<file path="src/rtl/audio_pkg.sv">
// ----------------------------------------------------------------------------
// audio_pkg
//   Shared encodings for the audio stream engine and its tone generator.
//   Contents:
//     AUDIO_DATA_W  default codec sample width (two's complement)
//     mode_t        output source select: mute, loopback, square tone, mix
//     state_t       sample-loop FSM states of audio_stream_engine
// ----------------------------------------------------------------------------
package audio_pkg;

    localparam int AUDIO_DATA_W   = 24;
    localparam int AUDIO_PERIOD_W = 16;

    typedef enum logic [1:0] {
        MODE_MUTE = 2'd0,
        MODE_LOOP = 2'd1,
        MODE_TONE = 2'd2,
        MODE_MIX  = 2'd3
    } mode_t;

    typedef enum logic [1:0] {
        S_WAIT_IN  = 2'd0,
        S_CALC     = 2'd1,
        S_WAIT_OUT = 2'd2
    } state_t;

endpackage

</file>
<file path="src/rtl/audio_tone_gen.sv">
// ----------------------------------------------------------------------------
// audio_tone_gen
//   Square-wave source for the audio stream engine. A half-period counter
//   advances once per advance strobe (one strobe per output sample); when it
//   reaches the end of a half cycle it wraps to zero and flips the phase.
//   The tone output is the current phase applied to the live amplitude, so
//   the value presented during a strobe belongs to the sample being formed,
//   and the counter/phase update takes effect for the following sample.
// Ports:
//   clk          in   1         clock
//   reset        in   1         synchronous, active-high; phase +, count 0
//   advance      in   1         one-cycle strobe: step the counter
//   half_period  in   PERIOD_W  samples per half cycle; 0 behaves as 1
//   amplitude    in   DATA_W-1  unsigned tone magnitude
//   tone         out  DATA_W    signed +amplitude or -amplitude
// ----------------------------------------------------------------------------
module audio_tone_gen
    import audio_pkg::*;
#(
    parameter int DATA_W   = AUDIO_DATA_W,
    parameter int PERIOD_W = AUDIO_PERIOD_W
) (
    input  logic                     clk,
    input  logic                     reset,
    input  logic                     advance,
    input  logic [PERIOD_W-1:0]      half_period,
    input  logic [DATA_W-2:0]        amplitude,
    output logic signed [DATA_W-1:0] tone
);

    logic [PERIOD_W-1:0] count;
    logic [PERIOD_W-1:0] last_count;
    logic                phase_neg;
    logic [DATA_W-1:0]   amp_ext;

    // Last count value of a half cycle. A zero half_period is treated as one
    // sample per half cycle, i.e. the phase flips on every sample.
    always_comb begin
        last_count = '0;
        if (half_period != '0) begin
            last_count = half_period - PERIOD_W'(1);
        end
    end

    // ">=" rather than "==" so that lowering half_period below the running
    // count wraps on the next step instead of counting all the way round.
    always_ff @(posedge clk) begin
        if (reset) begin
            count     <= '0;
            phase_neg <= 1'b0;
        end else if (advance) begin
            if (count >= last_count) begin
                count     <= '0;
                phase_neg <= ~phase_neg;
            end else begin
                count <= count + PERIOD_W'(1);
            end
        end
    end

    // amplitude is at most 2^(DATA_W-1)-1, so negation never overflows.
    assign amp_ext = {1'b0, amplitude};
    assign tone    = phase_neg ? -amp_ext : amp_ext;

endmodule

</file>
<file path="src/rtl/audio_stream_engine.sv">
// ----------------------------------------------------------------------------
// audio_stream_engine
//   Sample-level controller between board I/O and the audio_codec core.
//   Repeats: drain one stereo ADC sample, form one stereo DAC sample from the
//   selected source (mute, loopback, square tone, loopback+tone mix), write it.
//
// Configuration macro:
//   AUDIO_PEAK_METER_EN  when defined, peak_level shows a thermometer of the
//                        largest |left output| seen over each window of
//                        2^PEAK_WIN samples. When undefined, peak_level is
//                        constant 0 and no tracker exists; ports are the same.
//
// Ports:
//   CLOCK_50         in   1         system clock, sole domain
//   reset            in   1         synchronous, active-high
//   mode             in   2         0 mute, 1 loopback, 2 tone, 3 mix
//   half_period      in   PERIOD_W  output samples per tone half cycle
//   amplitude        in   DATA_W-1  unsigned tone magnitude
//   read_ready       in   1         codec ADC FIFO holds a sample
//   readdata_left    in   DATA_W    ADC left, valid while read_ready
//   readdata_right   in   DATA_W    ADC right, valid while read_ready
//   write_ready      in   1         codec DAC FIFO has space
//   read             out  1         one-cycle pop of ADC sample
//   write            out  1         one-cycle push of DAC sample
//   writedata_left   out  DATA_W    DAC left, stable while write=1
//   writedata_right  out  DATA_W    DAC right, stable while write=1
//   peak_level       out  LED_W     left-channel peak thermometer
//
// Handshake: read_ready/readdata_* act as valid/data from the codec; the
// sample is taken in the cycle read_ready=1 is seen in S_WAIT_IN and the
// registered read pulse that follows acknowledges (pops) it. write_ready acts
// as ready from the codec; a sample is pushed by a single write pulse issued
// only after write_ready=1 was seen in S_WAIT_OUT, with writedata_* already
// stable. Each ready pin is ignored outside its own wait state, so read and
// write can never be high together and neither is ever high two cycles running.
// ----------------------------------------------------------------------------
module audio_stream_engine
    import audio_pkg::*;
#(
    parameter int DATA_W   = AUDIO_DATA_W,
    parameter int PERIOD_W = AUDIO_PERIOD_W,
    parameter int LED_W    = 10,
    parameter int PEAK_WIN = 12
) (
    input  logic                CLOCK_50,
    input  logic                reset,
    input  logic [1:0]          mode,
    input  logic [PERIOD_W-1:0] half_period,
    input  logic [DATA_W-2:0]   amplitude,
    input  logic                read_ready,
    input  logic [DATA_W-1:0]   readdata_left,
    input  logic [DATA_W-1:0]   readdata_right,
    input  logic                write_ready,
    output logic                read,
    output logic                write,
    output logic [DATA_W-1:0]   writedata_left,
    output logic [DATA_W-1:0]   writedata_right,
    output logic [LED_W-1:0]    peak_level
);

    if (PEAK_WIN < 1 || PEAK_WIN > 30) begin : g_bad_peak_win
        $error("audio_stream_engine: PEAK_WIN must be in 1..30");
    end

    state_t                    state;
    logic signed [DATA_W-1:0]  in_left;
    logic signed [DATA_W-1:0]  in_right;
    logic signed [DATA_W-1:0]  tone;
    logic signed [DATA_W-1:0]  calc_left;
    logic signed [DATA_W-1:0]  calc_right;
    logic                      tone_advance;

    // One output sample per pass through S_CALC, so the tone steps there,
    // regardless of mode, keeping its phase continuous across mode changes.
    assign tone_advance = (state == S_CALC);

    audio_tone_gen #(
        .DATA_W   (DATA_W),
        .PERIOD_W (PERIOD_W)
    ) u_tone_gen (
        .clk         (CLOCK_50),
        .reset       (reset),
        .advance     (tone_advance),
        .half_period (half_period),
        .amplitude   (amplitude),
        .tone        (tone)
    );

    // Halving both operands before adding keeps the mix inside DATA_W:
    // each half lies in [-2^(DATA_W-2), 2^(DATA_W-2)-1].
    function automatic logic signed [DATA_W-1:0] chan_out(
        input mode_t                    m,
        input logic signed [DATA_W-1:0] smp,
        input logic signed [DATA_W-1:0] tn
    );
        logic signed [DATA_W-1:0] res;
        case (m)
            MODE_MUTE: res = '0;
            MODE_LOOP: res = smp;
            MODE_TONE: res = tn;
            default:   res = (smp >>> 1) + (tn >>> 1);
        endcase
        return res;
    endfunction

    always_comb begin
        calc_left  = chan_out(mode_t'(mode), in_left,  tone);
        calc_right = chan_out(mode_t'(mode), in_right, tone);
    end

    // Sample loop. read/write default low each cycle, which makes them
    // single-cycle pulses; reset clears them on the same edge it aborts the
    // sample, so an interrupted sample is never written.
    always_ff @(posedge CLOCK_50) begin
        if (reset) begin
            state           <= S_WAIT_IN;
            read            <= 1'b0;
            write           <= 1'b0;
            writedata_left  <= '0;
            writedata_right <= '0;
            in_left         <= '0;
            in_right        <= '0;
        end else begin
            read  <= 1'b0;
            write <= 1'b0;
            case (state)
                S_WAIT_IN: begin
                    if (read_ready) begin
                        in_left  <= readdata_left;
                        in_right <= readdata_right;
                        read     <= 1'b1;
                        state    <= S_CALC;
                    end
                end
                S_CALC: begin
                    writedata_left  <= calc_left;
                    writedata_right <= calc_right;
                    state           <= S_WAIT_OUT;
                end
                S_WAIT_OUT: begin
                    if (write_ready) begin
                        write <= 1'b1;
                        state <= S_WAIT_IN;
                    end
                end
                default: begin
                    state <= S_WAIT_IN;
                end
            endcase
        end
    end

`ifdef AUDIO_PEAK_METER_EN
    // Number of magnitude bits needed to address LED_W+1 thermometer levels.
    localparam int TOP_W = $clog2(LED_W + 1);

    logic [DATA_W-2:0]       mag;
    logic signed [DATA_W-1:0] neg_left;
    logic [DATA_W-2:0]       peak_max;
    logic [DATA_W-2:0]       peak_next;
    logic [TOP_W-1:0]        peak_top;
    logic [PEAK_WIN-1:0]     win_cnt;
    logic [LED_W-1:0]        therm;

    // |left output|; the most negative code has no positive twin and is
    // saturated to the largest positive magnitude.
    always_comb begin
        neg_left = -calc_left;
        mag      = calc_left[DATA_W-2:0];
        if (calc_left[DATA_W-1]) begin
            if (calc_left == {1'b1, {(DATA_W-1){1'b0}}}) begin
                mag = '1;
            end else begin
                mag = neg_left[DATA_W-2:0];
            end
        end
        peak_next = (mag > peak_max) ? mag : peak_max;
        peak_top  = peak_next[DATA_W-2 -: TOP_W];
        therm     = '0;
        for (int i = 0; i < LED_W; i++) begin
            therm[i] = (int'(peak_top) > i);
        end
    end

    // The window closes on its last sample: that sample is included in the
    // published peak and the tracker restarts empty for the next window.
    always_ff @(posedge CLOCK_50) begin
        if (reset) begin
            peak_max   <= '0;
            win_cnt    <= '0;
            peak_level <= '0;
        end else if (state == S_CALC) begin
            win_cnt <= win_cnt + PEAK_WIN'(1);
            if (win_cnt == '1) begin
                peak_level <= therm;
                peak_max   <= '0;
            end else begin
                peak_max <= peak_next;
            end
        end
    end
`else
    assign peak_level = '0;
`endif

endmodule

</file>
<file path="config.mk">
export PLATFORM = sky130hd
export DESIGN_NAME = audio_stream_engine
export DESIGN_NICKNAME = d
export VERILOG_FILES = /design/src/rtl/audio_pkg.sv /design/src/rtl/audio_tone_gen.sv /design/src/rtl/audio_stream_engine.sv
export SDC_FILE = /design/constraint.sdc
export NUM_CORES = 1
export LEC_CHECK = 0
export BUFFER_PORTS_ARGS = -buffer_cell sky130_fd_sc_hd__buf_2
export CAP_MARGIN = 20
export CORE_MARGIN = 3
export CORE_UTILIZATION = 40
export CTS_BUF_LIST = sky130_fd_sc_hd__clkbuf_4 sky130_fd_sc_hd__clkbuf_8
export DETAILED_ROUTE_END_ITERATION = 8
export PLACE_DENSITY_LB_ADDON = 0.12
export SETUP_SLACK_MARGIN = 0.05
export SYNTH_ARGS = -nofsm -noshare
export SYNTH_HDL_FRONTEND = slang
export SYNTH_SLANG_ARGS = --single-unit
</file>
<file path="constraint.sdc">
create_clock -name CLOCK_50 -period 6.5 [get_ports CLOCK_50]
set_input_delay 0.65 -clock CLOCK_50 [delete_from_list [all_inputs] [get_ports CLOCK_50]]
set_output_delay 0.65 -clock CLOCK_50 [all_outputs]
set_load 0.01 [all_outputs]
</file>
==> impl_results.md <==
- Run status: completed
- Mean post-synth cell area: 7.519 µm²
- Root Buffer: clkbuf_8
- Reg clk slew, reported paths: roughly 0.08 ns
- Async S/R FF share, synth: 0
- Clk buf depth: 2
- Final-report max-slew violation count: 0
- Final Non-Filler Cells: ~1600
- Antenna-violating nets left: 0
- Die ar.: around 24000 µm²
- Gr ovfl total: 0
- DR pass1 iterations: 5
- Library cells used by synthesis: 83
- Clock share of power: 0.336
- First-pass GRT wire length: 44960 µm
- Reg2Reg Depth: 10
- WS Path Type: register to register
- Nets: 1431
- Hold_sp: readdata_right[20]
- Chip Width: 153.7 µm
- PD cells: approximately 200 nW/µm²
- PnR worst setup slack: 2.497 ns
- Share of cells above drive strength 1: 0.1618
- Hold Fails Final Rpt: 0
- Row cnt: 53
- Setup TNS: 0 ns
- Period utilisation layout: 0.6159
- Hold Crit Class: input pin to register
- Crit path required time: 6.86 ns
- Reg2reg setup slack: 2.50 ns
- Register share of total power: 0.396
- Clk_skew: roughly 0.011 ns
- Worst relative slew slack: 0.3531
- Top-Level Pins: around 150
- WL/cell: 18.18 µm
- Clock Latency Late Sink: 0.45 ns
- GR peak layer: met2
- Number of synthesized register bits: about 120
- Gp weighted congestion: 0.9110
- CTS tree: built
- Switch Pwr: about 0.00068 W
- Initial antenna violation count: 4
- Power Total: 0.002011 W
- Slew @ Worst Pin: slightly below 1 ns
- CTS Sinks: 117
- CP Data Arrival Time: 4.36 ns
- CP max FO: 27
- Ys Warns: 0
- Post-CTS Setup Bufs: 0
- IO buf count: around 140
- R2R Path Start: u_tone_gen.phase_neg
- Comb pwr share: 0.267
- Kind of start point of the critical path: register
- Met2 usage: 0.3796
- Synth Flop Type: dfxtp_1
- Starting Density: 0.4114
- Post-place instance area: between 9000 and 10000 µm²
- Post-synthesis cell count: roughly 1200
- RSZ-0062 raised after global routing: false
- Crit. Startpoint: u_tone_gen.phase_neg
- GRT Total Usage: 0.2335
- P_int: 0.001335 W
- Post-cts hold buffer count: 0
- Final setup fails: 0
- Area of the mapped netlist: 8730 µm²
- Worst Hold Path Cells: 3
- Hpwl dp: 21070 µm
- Vias in the first global route: 8277
- Placed cell count: 1522
- Leakage power: 4.318 nW
- Count of cells resized by post-cts repair: 0
- Core footprint: 21220 µm²
- F_max: roughly 250 MHz
- Final instance area: 10000 µm²
- Vias after detailed routing: ~8800
- Final wirelength: 28310 µm
- Iter 0 DRT Violations: 592
- EDFF count, synth: 0
- Chip Height: 153.7 µm
- H-tree level count: 4
- R2r endpoint: writedata_right[11]
- Hold Crit Endpoint: in_right[20]
- Final worst path period need: roughly 4 ns
- Area Growth Syn to Fin: 14.61%
- Post-synthesis sequential area ratio: 0.2683
- TritonCTS buffer count: 17
- Switching Share: 0.3363
- M3 GR Usage: 0.03968
- Max Cap Viol: 0
- Largest net degree at the start of global routing: 59
- DRC violation count after routing: 0
- Peak supply drop: 0.1104 mV
- Global routing usage on met1: 0.3185
- CP endpoint kind: register
- Setup WS pre-CTS: 2.334 ns
- Vias per cell: 5.637
==> Yosys cell counts (14+ instances only) <==
library cell | count | share of area
clkbuf_1 | 53 | 0.023
xor2_1 | 25 | 0.025
nor3_1 | 31 | 0.018
nor2_1 | 112 | 0.048
xnor2_1 | 49 | 0.049
o21ai_0 | 55 | 0.032
inv_1 | 25 | 0.011
dfxtp_1 | 117 | 0.27
or3_1 | 14 | 0.010
nand3_1 | 21 | 0.012
a21oi_1 | 117 | 0.067
a221oi_1 | 17 | 0.017
ha_1 | 68 | 0.097
a21o_1 | 26 | 0.022
nand2_1 | 198 | 0.085
==> placed cells by master (no fill, tap or decap), drive strengths merged, types with 4 or more instances in the layout <==
master	synthesis	final
nand2	198	198
buf	20	152
a21oi	117	117
dfxtp	117	117
nor2	112	112
ha	68	68
o21ai	60	60
xnor2	49	49
nor3	31	31
a21o	26	26
inv	25	25
xor2	25	25
nand3	21	21
clkbuf	53	21
a221oi	18	18
or3	14	14
a211oi	14	14
nand4	14	14
nand2b	13	13
o31ai	12	12
a311oi	11	11
and3	11	11
conb	1	10
o211ai	10	10
a31oi	8	8
o21bai	8	8
o21a	7	7
nor2b	7	7
o41ai	7	7
clkinv	1	7
or4	5	5
nor3b	5	5
mux2i	5	5
and2	5	5
a211o	4	4
nand3b	4	4
nor4	4	4
==> power groups by stage <==
stage / sequential (W) / clock (W) / combinational (W)
2_1_floorplan: 0.000814 / 0 / 0.000358
3_3_place_gp: 0.000814 / 0 / 0.000531
4_1_cts: 0.000797 / 0.000694 / 0.000533
3_5_place_dp: 0.000814 / 0 / 0.000530
5_1_grt: 0.000803 / 0.000722 / 0.000597
6_report: 0.000797 / 0.000676 / 0.000538
==> through the flow <==
step                        util  hold slack (ns)
after CTS                 0.4695           0.4012
final                     0.4715           0.4265
after global placement    0.4515           0.4449
after floorplan                -           0.4364
after global routing      0.4715           0.3992
after detailed placement  0.4515           0.4487
==> registers in the layout (all words and copies together), names as in the netlist <==
name and count:
write 1, in_right 24, writedata_left 24, state 2, u_tone_gen.count 16, u_tone_gen.phase_neg 1, in_left 24, writedata_right 24
read 1
==> critical path: stages (launching register included) <==
cell      delay (ns)
dfxtp_1         0.89
nand2b_1        0.15
xnor2_1         0.50
ha_1            0.34
a21oi_1         0.23
nand4b_1        0.19
a21oi_1         0.20
o41ai_2         0.71
xor2_1          0.14
a211o_1         0.32
a211oi_1        0.24
==> per-layer routing <==
| metal | vias up | share of wire | wire [µm] |
|---|---|---|---|
| met5 | - | 0 | 0 |
| met4 | 0 | 0.019 | 547 |
| met3 | 37 | 0.057 | 1626 |
| met2 | 249 | 0.46 | 13050 |
| met1 | 4102 | 0.46 | 13090 |
| li1 | 4389 | - | - |
==> cell type report <==
class | instances | area, µm²
tap | 275 | 344.1
clock inverter | 9 | 105.1
antenna | 3 | 7.507
sequential | 117 | 2342
multi-input combinational | 954 | 6023
timing repair buffer | 152 | 808.3
clock buffer | 21 | 276.5
fill | 2249 | 11220
inverter | 26 | 97.59
==> logic make-up (layout without fill, tap and decap cells) <==
group           after synthesis  in the layout  share of synthesized area
fa+ha+maj                    70             70                     0.1021
flops                       117            117                     0.2683
other cells                   1             13                  0.0004296
xor+xnor                     74             74                    0.07424
buf+inv                      99            208                    0.04715
compound gates              342            342                     0.2643
mux                           7              7                   0.008313
simple gates                451            451                     0.2352
==> worst max-delay path by stage <==
stage	to	slack [ns]	depth (start not counted)
after floorplan	writedata_left[18]	2.83	12
final	writedata_right[11]	2.50	10
after global routing	writedata_right[11]	2.16	10
after global placement	writedata_left[22]	2.33	13
after CTS	writedata_right[11]	2.52	10
after detailed placement	u_tone_gen.count[12]	2.33	13
Note: power is estimated with default switching activity, not from simulation.
